`src/rtl/imem_loader.sv`:
```
// Byte-serial boot loader: parses MAGIC/addr/len/payload/checksum frames from a
// valid/ready byte port and writes the payload into instruction memory.
module imem_loader #(
  parameter logic [7:0] MAGIC = 8'hA5,
  parameter int         AW    = 64
) (
  input  logic          clk_i,
  input  logic          rst_i,
  input  logic          in_valid_i,
  input  logic [7:0]    in_byte_i,
  output logic          in_ready_o,
  output logic          mem_we_o,
  output logic [AW-1:0] mem_addr_o,
  output logic [7:0]    mem_wdata_o,
  output logic          hold_o,
  output logic          done_o,
  output logic          err_o
);

  typedef enum logic [2:0] {
    IDLE = 3'd0,
    ADDR = 3'd1,
    LEN  = 3'd2,
    DATA = 3'd3,
    CSUM = 3'd4,
    DONE = 3'd5,
    ERR  = 3'd6
  } state_e;

  state_e        state_q, state_d;
  logic [63:0]   addr_q, addr_d;
  logic [15:0]   len_q, len_d;
  logic [7:0]    sum_q, sum_d;
  logic [2:0]    cnt_q, cnt_d;
  logic          we_d;
  logic [AW-1:0] maddr_d;
  logic [7:0]    wdata_d;

  // NOTE: every *_d gets its hold value first so no path through the case
  // leaves a variable unassigned, which would infer a latch.
  always_comb begin
    state_d = state_q;
    addr_d  = addr_q;
    len_d   = len_q;
    sum_d   = sum_q;
    cnt_d   = cnt_q;
    we_d    = 1'b0;
    maddr_d = mem_addr_o;
    wdata_d = mem_wdata_o;

    if (in_valid_i) begin
      unique case (state_q)
        IDLE, DONE, ERR: begin
          if (in_byte_i == MAGIC) begin
            state_d = ADDR;
            addr_d  = '0;
            len_d   = '0;
            sum_d   = '0;
            cnt_d   = '0;
          end
        end
        ADDR: begin
          // Right shift puts byte k at [8k+7:8k] once all eight are in.
          addr_d = {in_byte_i, addr_q[63:8]};
          cnt_d  = cnt_q + 3'd1;
          if (cnt_q == 3'd7) begin
            state_d = LEN;
            cnt_d   = '0;
          end
        end
        LEN: begin
          len_d = {in_byte_i, len_q[15:8]};
          if (cnt_q[0]) begin
            cnt_d   = '0;
            state_d = (len_d != 16'd0) ? DATA : CSUM;
          end else begin
            cnt_d = 3'd1;
          end
        end
        DATA: begin
          we_d    = 1'b1;
          maddr_d = addr_q[AW-1:0];
          wdata_d = in_byte_i;
          addr_d  = addr_q + 64'd1;
          sum_d   = sum_q + in_byte_i;
          len_d   = len_q - 16'd1;
          if (len_q == 16'd1) state_d = CSUM;
        end
        CSUM: state_d = (in_byte_i == sum_q) ? DONE : ERR;
        default: state_d = IDLE;
      endcase
    end
  end

  // NOTE: sequential state uses non-blocking assignments only, so every
  // register samples the pre-edge values computed above.
  always_ff @(posedge clk_i or posedge rst_i) begin
    if (rst_i) begin
      state_q     <= IDLE;
      addr_q      <= '0;
      len_q       <= '0;
      sum_q       <= '0;
      cnt_q       <= '0;
      mem_we_o    <= 1'b0;
      mem_addr_o  <= '0;
      mem_wdata_o <= '0;
    end else begin
      state_q     <= state_d;
      addr_q      <= addr_d;
      len_q       <= len_d;
      sum_q       <= sum_d;
      cnt_q       <= cnt_d;
      mem_we_o    <= we_d;
      mem_addr_o  <= maddr_d;
      mem_wdata_o <= wdata_d;
    end
  end

  // Status flags decode straight from the state register, so reset reaches
  // them asynchronously along with the state.
  assign in_ready_o = 1'b1;
  assign hold_o     = (state_q != DONE);
  assign done_o     = (state_q == DONE);
  assign err_o      = (state_q == ERR);

endmodule
```
`config.mk`:
```
export PLATFORM = sky130hd
export DESIGN_NAME = imem_loader
export DESIGN_NICKNAME = d
export VERILOG_FILES = /design/src/rtl/imem_loader.sv
export SDC_FILE = /design/constraint.sdc
export NUM_CORES = 1
export LEC_CHECK = 0
export ABC_AREA = 1
export BUFFER_PORTS_ARGS = -buffer_cell sky130_fd_sc_hd__buf_2
export CAP_MARGIN = 20
export CORE_MARGIN = 4
export CORE_UTILIZATION = 64
export CTS_CLUSTER_SIZE = 40
export DETAILED_ROUTE_END_ITERATION = 12
export PLACE_DENSITY_LB_ADDON = 0.25
export SLEW_MARGIN = 30
export SYNTH_ARGS = -nofsm -noshare
export SYNTH_HDL_FRONTEND = slang
export SYNTH_SLANG_ARGS = --single-unit
export TNS_END_PERCENT = 10
```
`constraint.sdc`:
```
create_clock -name clk_i -period 8.25 [get_ports clk_i]
set_clock_uncertainty 0.15 [all_clocks]
set_input_delay 0 -clock clk_i [delete_from_list [all_inputs] [get_ports clk_i]]
set_output_delay 0 -clock clk_i [all_outputs]
set_load 0.005 [all_outputs]
```
==> metrics.md <==
| Metric | Value |
|---|---|
| Mapped Area | `10000 um2` |
| EDFF count, synth | `0` |
| CTS clock-pin slew for the worst setup and hold paths | `70 ps` |
| FF-to-FF Start | `state_q[0]$_DFFE_PP0P_` |
| Worst path cell trace | `nand2_1 -> nor2_4 -> buf_4 -> inv_2 -> nor2_1 -> clkinv_2 -> buf_4 -> a21oi_1 -> o21ai_0 -> nand2_1` |
| Clock Latency Late Sink | `450 ps` |
| P&R area growth vs syn | `12.3%` |
| Layout Nets | `1605` |
| Detail Route Antenna Nets | `0` |
| CP bufs+invs | `4` |
| Largest cells by area after synthesis | `dfrtp_1 42%, nand2_1 19%, o21ai_0 8.6%` |
| Hold EP | `mem_wdata_o[7]$_DFFE_PP0P_` |
| FF-to-FF setup slack | `3990 ps` |
| Req. time, crit path | `8480 ps` |
| CTS buffer count | `17` |
| Max Slew Vio Count | `0` |
| 1st-iter DRT viols | `1087` |
| Register area share after synthesis | `0.416` |
| Final core occ | `0.738` |
| CTS-repair resized insts | `0` |
| Primary FF master, synth | `dfrtp_1` |
| Ports | `88` |
| Slowest-stage cell, CP | `clkinv_2` |
| Hold Vio Cnt, Final | `0` |
| VDD IR-drop max | `0.180 mV` |
| Hold path start | `in_byte_i[7]` |
| Initial core utilization | `0.658` |
| Crit. End Element | `flop` |
| First-pass GRT wire length | `49000 um` |
| DR pass1 iterations | `9` |
| Wire per inst | `16.8 um` |
| Final Cycle Share | `0.516` |
| Post-synth ARST share | `1.00` |
| Tot Pwr | `3.77 mW` |
| Share of the synthesized area in the top cell type | `0.416` |
| Worst hold path class | `input port to flop` |
| Antenna cells | `0` |
| CTS Sinks | `167` |
| Die Span Y | `133 um` |
| R2r worst-path depth | `10` |
| Row count | `45` |
| CTS tree | `built` |
| PD cells | `334 nW/um2` |
| Clock Path Buffers | `2` |
| GRT overflow | `0` |
| Cells after synthesis | `1505` |
| Synth area leader | `dfrtp_1` |
| Residual DRC | `0` |
| Largest net degree at the start of global routing | `74` |
| Initial antenna violation count | `0` |
| Final Critical Period | `4260 ps` |
| GRT Overall Usage | `0.345` |
| Worst Setup Start Kind | `flop` |
| H-Tree Depth | `4` |
| Mean post-synth cell area | `6.67 um2` |
| Reg2reg end | `sum_q[6]$_DFFE_PP0P_` |
| Kind of critical path | `flop to flop` |
| Final setup viols | `0` |
| TNS Setup | `0 ps` |
| Slowest stage delay, CP | `920 ps` |
| Vias | `10483` |
| Share of layout cells above drive strength 1 | `0.0878` |
| WL final | `30400 um` |
| F_max | `0.235 GHz` |
| Max cap viols | `0` |
| Clock Root Buffer | `clkbuf_16` |
| Most common cell in the netlist | `nand2_1` |
| Vias in the first global route | `9819` |
| Pre-CTS setup slack | `4040 ps` |
| GP Congestion | `0.977` |
| Max_slew headroom | `0.369` |
| Ys Warns | `0` |
| Mapped Nets | `1529` |
| Die boundary width | `133 um` |
| Worst slew pin tran | `942 ps` |
| Post-synth top cells | `509 x nand2_1, 182 x inv_1, 173 x nor2_1, 173 x o21ai_0, 167 x dfrtp_1` |
| Arrival @ worst endpoint | `4490 ps` |
| Crit-path max FO | `73` |
| RSZ-0062 raised after global routing | `no` |
| Die ar. | `17800 um2` |
| DP Wirelength | `21400 um` |
| Port bufs | `86` |
| Hold path depth | `4` |
| Distinct cells, synth | `39` |
| Pleak | `5.56 nW` |
| Setup bufs post-CTS | `0` |
| Vias/cell | `5.81` |
| Core area | `15300 um2` |
| Status | `completed` |
| Delay-heaviest family, CP | `buffers and inverters` |
| #FFs+latches synth | `167` |
| Worst setup margin | `3990 ps` |
## cells in the final DEF (no fill, tap or decap), types with 9 or more instances in the layout
master | netlist | layout
inv_1 | 182 | 181
o22ai_1 | 10 | 10
ha_1 | 12 | 12
a21oi_1 | 55 | 55
a21boi_0 | 9 | 9
dfrtp_1 | 167 | 167
dlygate4sd3_1 | 0 | 11
nand2_1 | 509 | 509
o21ai_0 | 173 | 173
nor3_1 | 18 | 18
nand4_1 | 20 | 20
clkbuf_16 | 0 | 17
nand3_1 | 81 | 80
nor2_1 | 173 | 173
buf_2 | 11 | 86
## report_power, final
group	leakage, nW	internal [mW]	switching, mW
logic	3.13	0.528	1.04
clock network	0.264	0.392	0.366
registers	2.17	1.13	0.307
## repair_timing
item | in CTS | in global routing
hold buffers | 11 | 0
setup endpoints to repair | 0 | 0
hold endpoints to repair | 80 | 0
## sequential cells by signal, summed over array words and instances, names as in the netlist
register / count
addr_q: 64
mem_addr_o: 64
len_q: 16
mem_wdata_o: 8
sum_q: 8
cnt_q: 3
state_q: 3
mem_we_o: 1
## through the flow
step                cell area [um2]  hold slack (ps)  cells
global route                  11300              336   1805
CTS                           11300              305   1805
detailed placement            10600             -104   1762
global placement              10600             -107   1762
finish                        11300              316   1805
floorplan                     10000             16.0   1505
## how the worst max path moves through the flow
stage / to / start / depth (start not counted)
floorplan: addr_q[0]$_DFFE_PP0P_ / rst_i / 1
global placement: sum_q[6]$_DFFE_PP0P_ / state_q[0]$_DFFE_PP0P_ / 10
detailed placement: sum_q[6]$_DFFE_PP0P_ / state_q[0]$_DFFE_PP0P_ / 10
CTS: sum_q[6]$_DFFE_PP0P_ / state_q[0]$_DFFE_PP0P_ / 10
global route: sum_q[6]$_DFFE_PP0P_ / state_q[0]$_DFFE_PP0P_ / 10
finish: sum_q[6]$_DFFE_PP0P_ / state_q[0]$_DFFE_PP0P_ / 10
## final cells by class
class / count / area, um2
sequential: 167 / 4180
timing repair buffer: 106 / 612
multi-input combinational: 1104 / 4970
clock inverter: 14 / 115
fill: 1278 / 3990
inverter: 185 / 701
clock buffer: 18 / 429
tap: 211 / 264
## metal layers
metal | track usage | vias up | routed length, um
li1 | - | 4952 | -
met1 | 0.447 | 4895 | 12200
met2 | 0.572 | 531 | 14500
met3 | 0.0593 | 105 | 2480
met4 | 0.155 | 0 | 1240
met5 | 0 | - | 0
## worst register-to-register path, delay by kind of cell (launching register included)
kind,cells,cell delay [ps]
buffers and inverters,4,2210
AND/OR/NAND/NOR,4,1010
flip-flops,1,440
AO/OA/AOI/OAI,2,400
## kinds of logic (layout without fill, tap and decap cells)
| group | Yosys count | after routing | share of synthesized area |
|---|---|---|---|
| fa+ha+maj | 13 | 13 | 0.0170 |
| compound gates | 271 | 271 | 0.145 |
| other cells | 1 | 1 | 0.000374 |
| xor+xnor | 6 | 6 | 0.00524 |
| simple gates | 813 | 813 | 0.326 |
| flops | 167 | 167 | 0.416 |
| buf+inv | 234 | 323 | 0.0900 |
Note: power is estimated with default switching activity, not from simulation.
